### src/rtl/mem_port_arbiter.sv
// Two-port (CPU / debug) arbiter in front of a single-ported data memory.
// Round-robin with a debug lock; reads take one extra cycle to return data.
module mem_port_arbiter #(
  parameter int AW = 6,
  parameter int DW = 16
) (
  input  logic          clk,
  input  logic          rst,
  input  logic          cpu_req,
  input  logic          cpu_we,
  input  logic [AW-1:0] cpu_addr,
  input  logic [DW-1:0] cpu_wdata,
  output logic          cpu_gnt,
  output logic          cpu_rvalid,
  output logic [DW-1:0] cpu_rdata,
  output logic          cpu_stall,
  input  logic          dbg_req,
  input  logic          dbg_we,
  input  logic [AW-1:0] dbg_addr,
  input  logic [DW-1:0] dbg_wdata,
  output logic          dbg_gnt,
  output logic          dbg_rvalid,
  output logic [DW-1:0] dbg_rdata,
  input  logic          dbg_lock,
  output logic          mem_en,
  output logic          mem_we,
  output logic [AW-1:0] mem_addr,
  output logic [DW-1:0] mem_wdata,
  input  logic [DW-1:0] mem_rdata
);

  localparam logic [0:0] IDLE    = 1'b0;
  localparam logic [0:0] RD_WAIT = 1'b1;

  localparam logic OWN_CPU = 1'b0;
  localparam logic OWN_DBG = 1'b1;

  logic [0:0]    state;
  logic          last_owner;
  logic          owner;
  logic [DW-1:0] cpu_rdata_q;
  logic [DW-1:0] dbg_rdata_q;

  logic          arb_ok;
  logic          rd_done;
  logic          pick_dbg;

  assign arb_ok  = ~rst & (state == IDLE);
  assign rd_done = ~rst & (state == RD_WAIT);

  // Winner selection: locked debug keeps the port, else alternate on ties.
  always_comb begin
    pick_dbg = 1'b0;
    if (dbg_req && dbg_lock && (last_owner == OWN_DBG))
      pick_dbg = 1'b1;
    else if (dbg_req && cpu_req)
      pick_dbg = (last_owner == OWN_CPU);
    else
      pick_dbg = dbg_req;
  end

  assign cpu_gnt = arb_ok & cpu_req & ~pick_dbg;
  assign dbg_gnt = arb_ok & dbg_req & pick_dbg;

  assign cpu_stall = cpu_req & ~cpu_gnt;

  assign cpu_rvalid = rd_done & (owner == OWN_CPU);
  assign dbg_rvalid = rd_done & (owner == OWN_DBG);

  // Memory strobe and operands come straight from the granted port.
  always_comb begin
    mem_en    = cpu_gnt | dbg_gnt;
    mem_we    = 1'b0;
    mem_addr  = '0;
    mem_wdata = '0;
    if (cpu_gnt) begin
      mem_we    = cpu_we;
      mem_addr  = cpu_addr;
      mem_wdata = cpu_wdata;
    end else if (dbg_gnt) begin
      mem_we    = dbg_we;
      mem_addr  = dbg_addr;
      mem_wdata = dbg_wdata;
    end
  end

  // Read data is forwarded in the rvalid cycle and held afterwards.
  always_comb begin
    cpu_rdata = cpu_rdata_q;
    dbg_rdata = dbg_rdata_q;
    if (rst) begin
      cpu_rdata = '0;
      dbg_rdata = '0;
    end else begin
      if (cpu_rvalid) cpu_rdata = mem_rdata;
      if (dbg_rvalid) dbg_rdata = mem_rdata;
    end
  end

  // Port FSM: track last winner and the owner of an in-flight read.
  always_ff @(posedge clk) begin
    if (rst) begin
      state      <= IDLE;
      last_owner <= OWN_DBG;
      owner      <= OWN_CPU;
    end else begin
      unique case (state)
        IDLE: begin
          if (mem_en) begin
            last_owner <= dbg_gnt;
            if (!mem_we) begin
              state <= RD_WAIT;
              owner <= dbg_gnt;
            end
          end
        end
        RD_WAIT: state <= IDLE;
        default: state <= IDLE;
      endcase
    end
  end

  // Per-port read data holding registers, loaded only on their rvalid.
  always_ff @(posedge clk) begin
    if (rst) begin
      cpu_rdata_q <= '0;
      dbg_rdata_q <= '0;
    end else begin
      if (cpu_rvalid) cpu_rdata_q <= mem_rdata;
      if (dbg_rvalid) dbg_rdata_q <= mem_rdata;
    end
  end

endmodule
### config.mk
export PLATFORM = sky130hd
export DESIGN_NAME = mem_port_arbiter
export DESIGN_NICKNAME = d
export VERILOG_FILES = /design/src/rtl/mem_port_arbiter.sv
export SDC_FILE = /design/constraint.sdc
export NUM_CORES = 1
export LEC_CHECK = 0
export ABC_AREA = 0
export CORE_AREA = 5 5 75 77
export DETAILED_ROUTE_END_ITERATION = 7
export DIE_AREA = 0 0 80 82
export PLACE_DENSITY = 0.93
export SLEW_MARGIN = 20
export SYNTH_ARGS = -nofsm -noshare
export SYNTH_HDL_FRONTEND = slang
export SYNTH_SLANG_ARGS = --single-unit
### constraint.sdc
create_clock -name clk -period 2.2 [get_ports clk]
set_input_delay 0.44 -clock clk [delete_from_list [all_inputs] [get_ports clk]]
set_output_delay 0.44 -clock clk [all_outputs]
set_load 0.02 [all_outputs]
### After elaboration in Yosys (flattened, before gate mapping)

Cells that the tools add are included.

* reduce and logical (&&, ||, !) cells: 5
* $lt $le $gt $ge: 0
* bitwise logic cells: 17
* divide/modulo/power cells: 0
* $mul: 0
* shift operators: 0
* multiplexer cells: 15
* add/subtract/negate cells: 0
* eq/ne operators: 0

Operators with widths (number)
* 2-to-1 mux 16 bit: 6
* 2-to-1 mux 6 bit: 2
* AND 1 bit: 9
* inverter 1 bit: 7
* 2-to-1 mux 1 bit: 6
* logical AND 1 bit: 3
* AND reduction 3 bit: 1
* case mux 1 bit (2 select lines): 1
* AND reduction 2 bit: 1
* OR 1 bit: 1

* latch bits: 0
* flip-flop bits (word level): 35
* input bits: 67
* ROM bits: 0
* output and inout bits: 61
* logic and storage cells: 42
* memories kept: 0
* RAM bits: 0

### Depth between registers and ports, before layout

* depth after elaboration: 9
* depth in mapped cells: 6
* depth with buffers taken out: 4

### Worst setup path after synthesis

Ideal clock, no wire load.

* path type: input port to output port
* start point: in rst
* end point: out mem_wdata[10]
* arrival: 1408 ps
* required time: 1760 ps
* slack: 352 ps
* cell stages on the path: 6
* cells stage by stage: buf_6 nor2_2 nand2_1 a21oi_4 buf_6 a22o_1

RTL lines
* from (decl): line 8 `input logic rst,`
* inverter 1 bit: line 48 `assign arb_ok = ~rst & (state == IDLE);`
* AND 1 bit: line 48
* AND 1 bit (2 in series): line 62 `assign cpu_gnt = arb_ok & cpu_req & ~pick_dbg;`
* via cpu_gnt: line 13 `output logic cpu_gnt,`
* 2-to-1 mux 16 bit: line 76 `if (cpu_gnt) begin`
* to (decl): line 28 `output logic [DW-1:0] mem_wdata,`

The timed path passes the listed nets, and every way through them passes these cells.

### Final worst setup path

* start point: in dbg_lock
* end point: out mem_wdata[1]

* word-level cells in the longest chain between the ends: 6

RTL lines
* from (decl): line 24 `input logic dbg_lock,`
* logical AND 1 bit * (2 in series): line 54 `if (dbg_req && dbg_lock && (last_owner == OWN_DBG))`
* 2-to-1 mux 1 bit *: line 54
* AND 1 bit / inverter 1 bit (equally long branches): line 63, 62
* 2-to-1 mux 16 bit / AND 1 bit (equally long branches): line 80, 62
* 2-to-1 mux 16 bit *: line 76

Every way passes the cells marked *; elsewhere a longest branch is shown, timed or not.

==> out/qor.yml <==
syn_nets: 255
nNetsFinal: 399
start_util: 0.340
netlist_area_mm2: 0.00168
avgSynthCellArea_um2: 8.93
max_clock_freq_mhz: 463
path_clk_slew_ps: 70
vias: 1943
max-vdd-ir-drop_v: 0.000476
hold_depth: 2
wl_per_cell_um: 17.0
p_leak_uw: 0.00141
vias_per_cell: 4.82
dp_slack_ps: -690
synth_seq_area_share: 0.417
critPathLaunchType: "input port"
grt_pass1_wl_um: 9890
ios: 128
cts_inserted_buffers: 5
reg2reg_setup_slack_ps: 660
met3_usage: 0.0735
antenna_found_initial: 0
crit_fanout: 6
skew_ps: 4.52
dp_hpwl_um: 4820
syn-instance-count: 188
final.period_utilization: 0.982
fin_setup_tns_ps: 0
met2_usage: 0.366
drt-pass1-iter-count: 4
die_y_um: 82
synth_cell_types: 29
min_from: "dbg_rdata_q[4]"
grt-ovfl-total: 0
die_width_um: 80
gp_congestion: 0.783
syn_to_final_growth_pct: 84.4
outcome: "finished, final reports clean"
diodes: 0
worst_slew_pin_slew_ps: 264
slew_violations: 0
gr-usage-met1: 0.193
critPathSlowestCell: "clkdlybuf4s15_1"
die-area_mm2: 0.00656
port-buffer-count: 127
ff2ff_path_depth: 6
critical_path_class: "input port to output port"
clock_sinks: 35
cts_root_buffer: "clkbuf_8"
gr-usage-all-layers: 0.194
cp.required_ps: 1760
path_delay_family: "buffers and inverters"
r2r-end: "owner"
setup_ws_ps: 40.6
ys_warn_count: 0
r2r-start: "last_owner"
ys_ff_latch: 35
cap_violations: 0
drtAntennaViolNets: 0
worst-path-buf-inv: 2
maxSlewHeadroom: 0.824
clk_path_buf_depth: 2
cts_hold_buf: 0
routed_wl_um: 6840
crit_chain: "dlygate4sd2_1 > nand3b_1 > and3_4 > a22o_1 > clkdlybuf4s15_1"
drt_iter0_drc: 48
power.density_mw_per_mm2: 501
cts_tree: "built"
h-tree-depth: 2
grt_max_degree: 34
hold_path.class: "flop to flop"
cp.arrival_ps: 1720
drc: 0
rows: 26
max_stage_delay_ps: 290
hold_end: "dbg_rdata_q[4]"
fin_crit_ps: 2160
core_area_mm2: 0.00494
busiest_layer: "met2"
setup_viol: 0
clk-insertion-delay-late_ps: 290
grt_pass1_vias: 1968
drive_gt1_frac: 0.279
end_kind: "output port"
hold_violations: 0
-- cells by family after synthesis --
family / synth area share
muxes: 0.00671
and+or+nand+nor: 0.294
buffers and inverters: 0.0693
DFF: 0.417
AOI/OAI and AO/OA: 0.213
-- worst max path at each step --
| stage | startpoint | end | slack [ps] | cells after the start |
|---|---|---|---|---|
| 2_1_floorplan | rst | mem_wdata[10] | 350 | 6 |
| 3_3_place_gp | rst | mem_wdata[15] | -650 | 5 |
| 3_5_place_dp | rst | mem_we | -690 | 5 |
| 4_1_cts | rst | dbg_rvalid | 7 | 6 |
| 5_1_grt | dbg_lock | mem_addr[2] | -8 | 5 |
| 6_report | dbg_lock | mem_wdata[1] | 40 | 5 |
-- cells in the mapped netlist --
cell type,number,share of area
o21ai_1,1,0.0030
a21oi_4,1,0.0097
nand2b_4,1,0.0082
a21oi_1,1,0.0030
dfxtp_1,35,0.42
buf_8,1,0.0089
buf_6,5,0.034
inv_2,1,0.0022
o21ai_0,16,0.048
a21boi_0,1,0.0045
buf_2,3,0.0089
nor2_2,1,0.0037
clkbuf_1,4,0.0089
or3b_1,1,0.0052
nand2_1,49,0.11
nor2b_1,1,0.0037
mux2_2,1,0.0067
a211o_1,1,0.0052
inv_1,1,0.0022
nand3b_1,18,0.080
buf_4,1,0.0045
nand3b_2,1,0.0067
nor2_1,1,0.0022
and3_4,1,0.0067
nand2b_1,16,0.060
nor3b_2,1,0.0075
a22o_1,20,0.10
a22o_4,3,0.031
o21a_1,1,0.0045
-- cells in the final DEF (no fill, tap or decap), types with 4 or more instances in the layout --
| cell | instances |
|---|---|
| clkdlybuf4s50_1 | 62 |
| nand2_1 | 49 |
| dfxtp_1 | 35 |
| buf_2 | 31 |
| a22o_1 | 20 |
| nand3b_1 | 18 |
| buf_4 | 18 |
| nand2b_1 | 16 |
| o21ai_0 | 14 |
| clkdlybuf4s15_2 | 11 |
| dlygate4sd2_1 | 9 |
| clkbuf_2 | 7 |
| clkbuf_8 | 5 |
| and3_4 | 4 |
| clkdlybuf4s15_1 | 4 |
-- tightest hold or removal path: cells and delay by family (launching register included) --
family / cells / cell delay [ps]
DFF: 1 / 300
and+or+nand+nor: 2 / 120
-- layout make-up --
cell class              instances  area [um^2]
inverters                       2         10.0
flip-flops and latches         35          701
fillers                       439         1850
multi-input cells             140          907
repair buffers                148         1310
well taps                      70         87.6
clock buffers                   7         76.3
clock inverters                 1         5.00
-- metal layers --
| layer | vias up | part of all wire |
|---|---|---|
| met1 | 893 | 0.37 |
| met3 | 11 | 0.12 |
| met4 | 0 | 0.017 |
| li1 | 938 | - |
| met5 | - | 0 |
| met2 | 101 | 0.50 |
-- what timing repair did --
action | 4_1_cts | 5_1_grt
hold endpoints to repair | 0 | 0
resized for setup | 216 | 17
gates cloned | 3 | 2
setup endpoints to repair | 61 | 53
setup buffers | 4 | 2
pin swaps | 6 | 2
-- where the power goes --
group / total (uW) / switching, uW / internal, uW / leakage [uW]
logic: 436 / 196 / 240 / 0.00109
registers: 666 / 10.8 / 655 / 0.000284
clock network: 450 / 228 / 222 / 0.0000422
total: 1550 / 434 / 1120 / 0.00141
-- through the flow --
step	utilization	cells	power [uW]	area (um^2)	hold WS [ps]
2_1_floorplan	-	188	865	1680	586
3_3_place_gp	0.621	384	1120	3070	462
3_5_place_dp	0.621	384	1120	3070	463
4_1_cts	0.617	399	1550	3050	473
5_1_grt	0.626	403	1620	3100	479
6_report	0.626	403	1550	3100	465
-- sequential cells by signal (all words and copies together) (netlist names) --
| register | cells |
|---|---|
| cpu_rdata_q | 16 |
| dbg_rdata_q | 16 |
| last_owner | 1 |
| owner | 1 |
| state | 1 |
(Power assumes the default switching activity.)
